<file path="src/rtl/alu_seq.sv">
// Registered WIDTH-bit ALU (XNOR, shift, add, multiply) with valid/ready handshakes on both sides.
// Define ALU_SEQ_FAST_MUL_EN for a single-cycle multiplier; otherwise a WIDTH-cycle shift-add is used.
module alu_seq #(
  parameter int WIDTH = 3,
  parameter int CNT_W = $clog2(WIDTH + 1)
) (
  input  logic                 clk,
  input  logic                 rst,
  input  logic                 in_valid,
  output logic                 in_ready,
  input  logic [1:0]           ALU_OP,
  input  logic [WIDTH-1:0]     A,
  input  logic [WIDTH-1:0]     B,
  output logic                 out_valid,
  input  logic                 out_ready,
  output logic [2*WIDTH-1:0]   Dout,
  output logic                 zero,
  output logic                 busy
);

  localparam int RW = 2 * WIDTH;

`ifdef ALU_SEQ_FAST_MUL_EN
  typedef enum logic [1:0] {IDLE = 2'd0, DONE = 2'd2} state_t;
`else
  typedef enum logic [1:0] {IDLE = 2'd0, MUL = 2'd1, DONE = 2'd2} state_t;
  localparam logic [CNT_W-1:0] LAST_CNT = CNT_W'(WIDTH - 1);
`endif

  // Single-cycle opcodes; in the default build opcode 11 is handled by the MUL state instead.
  function automatic logic [RW-1:0] alu_result(input logic [1:0] op,
                                               input logic [WIDTH-1:0] a,
                                               input logic [WIDTH-1:0] b);
    logic [RW-1:0] r;
    case (op)
      2'b00:   r = {{WIDTH{1'b0}}, ~(a ^ b)};
      2'b01:   r = {b[WIDTH-2:0], a, 1'b0};
      2'b10:   r = {{WIDTH{1'b0}}, a} + {{WIDTH{1'b0}}, b};
`ifdef ALU_SEQ_FAST_MUL_EN
      2'b11:   r = {{WIDTH{1'b0}}, a} * {{WIDTH{1'b0}}, b};
`endif
      default: r = {RW{1'b0}};
    endcase
    return r;
  endfunction

  state_t            state_r, state_s;
  logic [RW-1:0]     dout_r, dout_s;
  logic              zero_r, zero_s;
  logic [RW-1:0]     op_res_s;

`ifndef ALU_SEQ_FAST_MUL_EN
  logic [RW-1:0]     acc_r, acc_s, acc_step_s;
  logic [RW-1:0]     mcand_r, mcand_s;
  logic [WIDTH-1:0]  mplier_r, mplier_s;
  logic [CNT_W-1:0]  cnt_r, cnt_s;
`endif

  assign op_res_s = alu_result(ALU_OP, A, B);

  // Next-state and datapath update for the IDLE/MUL/DONE controller.
  always_comb begin
    state_s = state_r;
    dout_s  = dout_r;
    zero_s  = zero_r;
`ifndef ALU_SEQ_FAST_MUL_EN
    acc_s      = acc_r;
    mcand_s    = mcand_r;
    mplier_s   = mplier_r;
    cnt_s      = cnt_r;
    acc_step_s = mplier_r[0] ? (acc_r + mcand_r) : acc_r;
`endif
    case (state_r)
      IDLE: begin
`ifndef ALU_SEQ_FAST_MUL_EN
        if (in_valid && (ALU_OP == 2'b11)) begin
          state_s  = MUL;
          acc_s    = {RW{1'b0}};
          mcand_s  = {{WIDTH{1'b0}}, A};
          mplier_s = B;
          cnt_s    = {CNT_W{1'b0}};
        end else
`endif
        if (in_valid) begin
          state_s = DONE;
          dout_s  = op_res_s;
          zero_s  = (op_res_s == {RW{1'b0}});
        end else begin
          state_s = IDLE;
        end
      end
`ifndef ALU_SEQ_FAST_MUL_EN
      MUL: begin
        // The final iteration's sum goes straight to Dout so DONE follows after exactly WIDTH MUL cycles.
        acc_s    = acc_step_s;
        mcand_s  = {mcand_r[RW-2:0], 1'b0};
        mplier_s = {1'b0, mplier_r[WIDTH-1:1]};
        cnt_s    = cnt_r + CNT_W'(1);
        if (cnt_r == LAST_CNT) begin
          state_s = DONE;
          dout_s  = acc_step_s;
          zero_s  = (acc_step_s == {RW{1'b0}});
        end else begin
          state_s = MUL;
        end
      end
`endif
      DONE: begin
        if (out_ready) begin
          state_s = IDLE;
        end else begin
          state_s = DONE;
        end
      end
      default: state_s = IDLE;
    endcase
  end

  // State and result registers with synchronous reset.
  always_ff @(posedge clk) begin
    if (rst) begin
      state_r  <= IDLE;
      dout_r   <= {RW{1'b0}};
      zero_r   <= 1'b0;
`ifndef ALU_SEQ_FAST_MUL_EN
      acc_r    <= {RW{1'b0}};
      mcand_r  <= {RW{1'b0}};
      mplier_r <= {WIDTH{1'b0}};
      cnt_r    <= {CNT_W{1'b0}};
`endif
    end else begin
      state_r  <= state_s;
      dout_r   <= dout_s;
      zero_r   <= zero_s;
`ifndef ALU_SEQ_FAST_MUL_EN
      acc_r    <= acc_s;
      mcand_r  <= mcand_s;
      mplier_r <= mplier_s;
      cnt_r    <= cnt_s;
`endif
    end
  end

  assign in_ready  = (state_r == IDLE);
  assign out_valid = (state_r == DONE);
  assign busy      = (state_r != IDLE);
  assign Dout      = dout_r;
  assign zero      = zero_r;

endmodule

</file>
<file path="config.mk">
export PLATFORM = sky130hd
export DESIGN_NAME = alu_seq
export DESIGN_NICKNAME = d
export VERILOG_FILES = /design/src/rtl/alu_seq.sv
export SDC_FILE = /design/constraint.sdc
export NUM_CORES = 1
export LEC_CHECK = 0
export CELL_PAD_IN_SITES_DETAIL_PLACEMENT = 0
export CELL_PAD_IN_SITES_GLOBAL_PLACEMENT = 1
export CORE_MARGIN = 2
export CORE_UTILIZATION = 30
export CTS_BUF_LIST = sky130_fd_sc_hd__clkbuf_4 sky130_fd_sc_hd__clkbuf_8
export CTS_CLUSTER_DIAMETER = 60
export CTS_CLUSTER_SIZE = 24
export DETAILED_ROUTE_END_ITERATION = 12
export DONT_BUFFER_PORTS = 1
export PLACE_DENSITY = 0.62
export SLEW_MARGIN = 20
export SYNTH_ARGS = -nofsm -noshare
export SYNTH_HDL_FRONTEND = slang
export SYNTH_SLANG_ARGS = --single-unit
export TNS_END_PERCENT = 100
</file>
<file path="constraint.sdc">
create_clock -name clk -period 3 [get_ports clk]
set_input_delay 0.3 -clock clk [delete_from_list [all_inputs] [get_ports clk]]
set_output_delay 0.3 -clock clk [all_outputs]
set_load 0.01 [all_outputs]
</file>
==> impl_metrics.yaml, run 1 <==
run_status:
  status: "finished clean"
worst_setup_path:
  slowest_stage: "or4_1"
  endpoint_kind: "flop"
  required_ns: 3.20
  startpoint_type: "flop"
  cpMostUsedCell: "or4_1"
  slowest_delay_ns: 0.52
  path_cells: "ha_1 -> fa_1 -> xnor2_1 -> o211ai_4 -> or4_1 -> or4_1 -> a311oi_2"
  worstPathArrival_ns: 2.82
  critical_path_class: "flop to flop"
  critPathMaxFanout: 3
logic_synthesis:
  synth_top_area_cell: "dfxtp_1"
  yosys.area_share.simple_pct: 27.1
  synth_nets: 229
  synthesis.area_um2: 1680
  syn_inst: 206
  synth_seq_cells: 26
  synthTopCellsByArea: "dfxtp_1 31%, ha_1 6.7%, a21oi_1 6.3%, nand2_1 4.7%, nor2_1 4.3%"
  synth.top_cell.area_share_pct: 31.0
  ys_seq_area_share_pct: 31.0
  synth_compound_area_share_pct: 21.7
  yosys.area_share.xor_xnor_pct: 1.57
  synthAdderAreaFrac_pct: 9.10
  synth_enable_flop_cells: 0
  synthMuxAreaShare_pct: 4.33
  async_reset_ff_share_pct: 0
  ys.warnings.count: 0
  synth_ff_type: "dfxtp_1"
  synth_area_per_cell_um2: 8.14
  synth_top_family_by_area: "simple AND/OR/NAND/NOR gates"
  ys_types: 51
clocking:
  ctsHoldBuffers: 0
  cts_sinks: 26
  htreeDepth: 1
  post_cts_buffers: 0
  insertion_delay_ns: 0.28
  cts_inserted_buffers: 3
  path_clk_slew_ns: 0.10
  cts_resized: 0
  root_buffer: "clkbuf_8"
  cts_tree: "yes"
  clk_path_buf_depth: 2
timing:
  slew_headroom_pct: 60.2
  hold_violations: 0
  setup_tns_ns: 0
  fmax_mhz: 382
  finalSetupViolCount: 0
  tightest_slew_ns: 0.595
  rsz0062_at_grt: "false"
  slew_violations: 0
  fin_worst_skew_ns: 0.00184
  period_share_pct: 87.3
  min_period_ns: 2.62
global_routing:
  met1_usage_pct: 20.7
  grt_max_degree: 27
  antenna_found_initial: 0
  met2_usage_pct: 23.2
  grt.busiest_layer: "met2"
  grt_pass1_wl_um: 7200
  grt_overflow_total: 0
  grt_util_all_layers_pct: 14.8
  grt_pass1_vias: 1430
  met3_usage_pct: 2.95
pwr:
  peakVddDrop_v: 0.000143
  sw_frac_of_total_pct: 28.3
  netSwitchingPower_mw: 0.207
  cellInternalPower_mw: 0.525
  combPwrFrac_pct: 15.1
  power_frac_seq_pct: 52.1
  p_leak_nw: 0.627
  p_clk_share_pct: 32.9
  power.density_nw_per_um2: 413
cells_and_area:
  utilization_pct: 32.6
  drive_gt1_share_pct: 6.03
  n_antenna_cell: 0
  fin_nets: 223
  fillers: 606
  syn_to_final_growth_pct: 5.75
  instances_no_fill: 271
floorplanning:
  core_area_um2: 5440
  die-width_um: 78.8
  die_y_um: 78.8
  io_pins: 22
  dieArea_um2: 6200
  start_util_pct: 30.8
  num_rows: 27
routing:
  routed_via_density: 5.29
  route.detailed.drc: 0
  drtPass1Iterations: 4
  wl_um: 4280
  route.vias.total: 1433
  wl_per_cell_um: 15.8
  drt_iter0_markers: 51
  final_antenna_net_count: 0
placement:
  dp_hpwl_um: 3140
  dp.cells: 267
  finalWeightedCongestion: 0.791
  numPortBuffers: 0
run:
  drv_cap: 0
min_path:
  min_path_type: "primary input to flop"
-- per-layer routing --
metal,vias up,routed length (um)
met3,5,145
met4,0,51
li1,729,-
met5,-,0
met2,19,1870
met1,680,2210
-- metrics by stage --
stage	hold WS [ns]	power, mW	instance area (um^2)	setup WS, ns
finish	0.0743	0.732	1770	0.381
global route	0.0641	0.768	1770	0.304
CTS	0.0658	0.741	1770	0.378
detailed placement	0.375	0.500	1720	0.398
global placement	0.372	0.500	1720	0.430
floorplan	0.436	0.485	1680	0.510
-- power by group through the flow --
stage	Combinational, mW	Sequential (mW)	Clock (mW)
detailed placement	0.110	0.390	0
global placement	0.110	0.390	0
finish	0.110	0.381	0.241
floorplan	0.104	0.381	0
global route	0.125	0.384	0.259
CTS	0.111	0.382	0.248
-- final cells by class --
| type | count | area, um^2 | area share, % |
|---|---|---|---|
| Clock buffer | 4 | 55.1 | 3.11 |
| Multi-Input combinational cell | 161 | 1070 | 60.3 |
| Timing Repair Buffer | 2 | 15.0 | 0.847 |
| Tap cell | 72 | 90.1 | 5.08 |
| Inverter | 6 | 22.5 | 1.27 |
| Sequential cell | 26 | 520 | 29.4 |
-- cells in the mapped netlist (all sizes together) (2+ instances only) --
library cell  number
a22oi              2
o21ai              7
or4                2
ha                 9
nand3b             7
dfxtp             26
nand2             21
and2b              2
or3                3
nor2              19
clkbuf             8
xnor2              2
a211oi             3
fa                 2
a311oi             3
buf                5
a2111oi            2
nand2b             9
a21oi             21
mux2i              5
o211ai             3
nor3               4
or2b               2
inv                6
nand3             11
mux2               2
-- path summary, 6_finish.rpt --
path | start | to | slack, ns | cells after the start
max | acc_r[0] | zero | 0.38 | 7
min | rst | cnt_r[1] | 0.07 | 1
max reg2reg | acc_r[0] | zero | 0.38 | 7
min reg2reg | mplier_r[2] | mplier_r[2] | 0.47 | 2
-- state kept, by name, indices dropped and copies added, names as in the netlist --
register  count
mplier_r      3
zero          1
acc_r         6
cnt_r         2
mcand_r       6
state_r       2
Dout          6
-- logic make-up after synthesis --
| group | after synthesis |
|---|---|
| AO/OA/AOI/OAI | 53 |
| XOR/XNOR | 3 |
| adder cells (fa/ha/maj) | 11 |
| buffers and inverters | 19 |
| flip-flops | 26 |
| multiplexers | 7 |
| AND/OR/NAND/NOR | 87 |
-- cells in the final DEF, fill, tap and decap left out, types with 4 or more instances in the layout --
master	instances
a21oi_1	21
clkbuf_8	4
dfxtp_1	26
ha_1	9
inv_1	5
mux2i_1	5
nand2_1	21
nand2b_1	9
nand3_1	11
nand3b_1	7
nor2_1	19
nor3_1	4
o21ai_0	7
-- worst max-delay path: cells and delay by family, from the launching register on --
family | cells | cell delay, ns
xor+xnor | 1 | 0.27
compound gates | 2 | 0.34
simple gates | 2 | 0.94
flops | 1 | 0.34
fa+ha+maj | 2 | 0.66
(Power assumes the default switching activity.)
==> run 2, diff against run 1 <==
--- a/config.mk
+++ b/config.mk
@@ -14,7 +14,7 @@
 export CTS_CLUSTER_SIZE = 24
 export DETAILED_ROUTE_END_ITERATION = 12
 export DONT_BUFFER_PORTS = 1
-export PLACE_DENSITY = 0.62
+export PLACE_DENSITY = 0.6
 export SLEW_MARGIN = 20
 export SYNTH_ARGS = -nofsm -noshare
 export SYNTH_HDL_FRONTEND = slang
==> impl_metrics.yaml, run 2 (synthesis results as in run 1) <==
run_status:
  status: "finished clean"
timing:
  min_period_ns: 2.63
  fmax_mhz: 380
  tightest_slew_ns: 0.606
  hold_violations: 0
  period_share_pct: 87.6
  hold_ws_ns: 0.0804
  fin_worst_skew_ns: 0.00290
  slew_violations: 0
  setup_tns_ns: 0
  rsz0062_at_grt: "false"
  worst_slack_ns: 0.371
  slew_headroom_pct: 59.5
  finalSetupViolCount: 0
routing:
  final_antenna_net_count: 0
  wl_um: 4130
  route.vias.total: 1443
  m1WireLength_um: 2070
  drt_iter0_markers: 73
  routed_via_density: 5.34
  drtPass1Iterations: 4
  wl_per_cell_um: 15.3
  met2_length_um: 1870
  route.met3.wl_um: 157
  route.detailed.drc: 0
  top_layer: "met4"
clocking:
  insertion_delay_ns: 0.27
  cts_sinks: 26
  cts_resized: 0
  cts_inserted_buffers: 3
  clk_path_buf_depth: 2
  cts_tree: "yes"
  ctsHoldBuffers: 0
  htreeDepth: 1
  path_clk_slew_ns: 0.09
  root_buffer: "clkbuf_8"
  post_cts_buffers: 0
worst_setup_path:
  rr_endpoint: "zero"
  ff2ff_setup_slack_ns: 0.37
  endpoint_kind: "flop"
  critical_path_class: "flop to flop"
  reg2reg_depth: 7
  required_ns: 3.19
  timing.rr.start: "acc_r[0]"
  cp-startpoint: "acc_r[0]"
  worstPathArrival_ns: 2.82
  critPathMaxFanout: 3
  startpoint_type: "flop"
global_routing:
  grt_overflow_total: 0
  grt_pass1_wl_um: 7000
  grt_max_degree: 27
  grt_pass1_vias: 1345
  antenna_found_initial: 0
  grt_util_all_layers_pct: 14.4
cells_and_area:
  final_cell_mix: "26 x dfxtp_1, 21 x nand2_1, 21 x a21oi_1"
  n_antenna_cell: 0
  utilization_pct: 32.8
  final_common_cell: "dfxtp_1"
  syn_to_final_growth_pct: 6.27
  fin_nets: 222
  multi_input_area_um2: 1070
  instances_no_fill: 270
  fillers: 580
  stdcell_area_um2: 1780
  drive_gt1_share_pct: 5.56
  regArea_um2: 520
floorplanning:
  num_rows: 27
  die-width_um: 78.8
  die_y_um: 78.8
  io_pins: 22
  start_util_pct: 30.8
  core_area_um2: 5440
  dieArea_um2: 6200
placement:
  place_area_um2: 1710
  numPortBuffers: 0
  finalWeightedCongestion: 0.778
  dp.cells: 266
  dp_hpwl_um: 3040
  dp_slack_ns: 0.397
run:
  drv_cap: 0
pwr:
  peakVddDrop_v: 0.000256
  p_leak_nw: 0.629
  p_total_mw: 0.783
  power.density_nw_per_um2: 439
min_path:
  min_path_type: "primary input to flop"
  hold_end: "mcand_r[5]"
  hp-start: "rst"
  min_delay_path_depth: 1
run 2: cell count changes in the layout (fill, tap and decap cells not counted), sizes merged:
cell / change
bufinv: +1
buf: -1
clkbuf: -1
run 2: worst max-delay path by stage:
stage | slack (ns) | depth (start not counted) | to
floorplan | 0.51 | 7 | zero
global placement | 0.44 | 7 | zero
detailed placement | 0.40 | 7 | zero
CTS | 0.37 | 7 | zero
global route | 0.25 | 7 | zero
finish | 0.37 | 7 | zero
run 2: area by class of cell:
class	count	share of cell area (%)
clock buffers	3	2.32
clock inverters	1	1.69
inverters	6	1.26
multi-input cells	161	60.0
flip-flops and latches	26	29.2
well taps	72	5.06
repair buffers	1	0.421
run 2: critical path: stages, from the launching register on:
cell and delay (ns):
dfxtp_1 0.33, ha_1 0.24, fa_1 0.42, xnor2_1 0.28
o211ai_4 0.11, or4_1 0.51, or4_1 0.42, a311oi_2 0.24
run 2: power breakdown:
part | switching (mW) | internal [mW]
Clock | 0.116 | 0.179
Sequential | 0.0210 | 0.361
Combinational | 0.0607 | 0.0462
Total | 0.198 | 0.585
run 2: per-layer routing:
metal | global-route usage (%) | vias to the layer above
li1 | - | 729
met5 | 0 | -
met2 | 22.8 | 20
met3 | 3.18 | 2
met4 | 3.16 | 0
met1 | 20.0 | 692
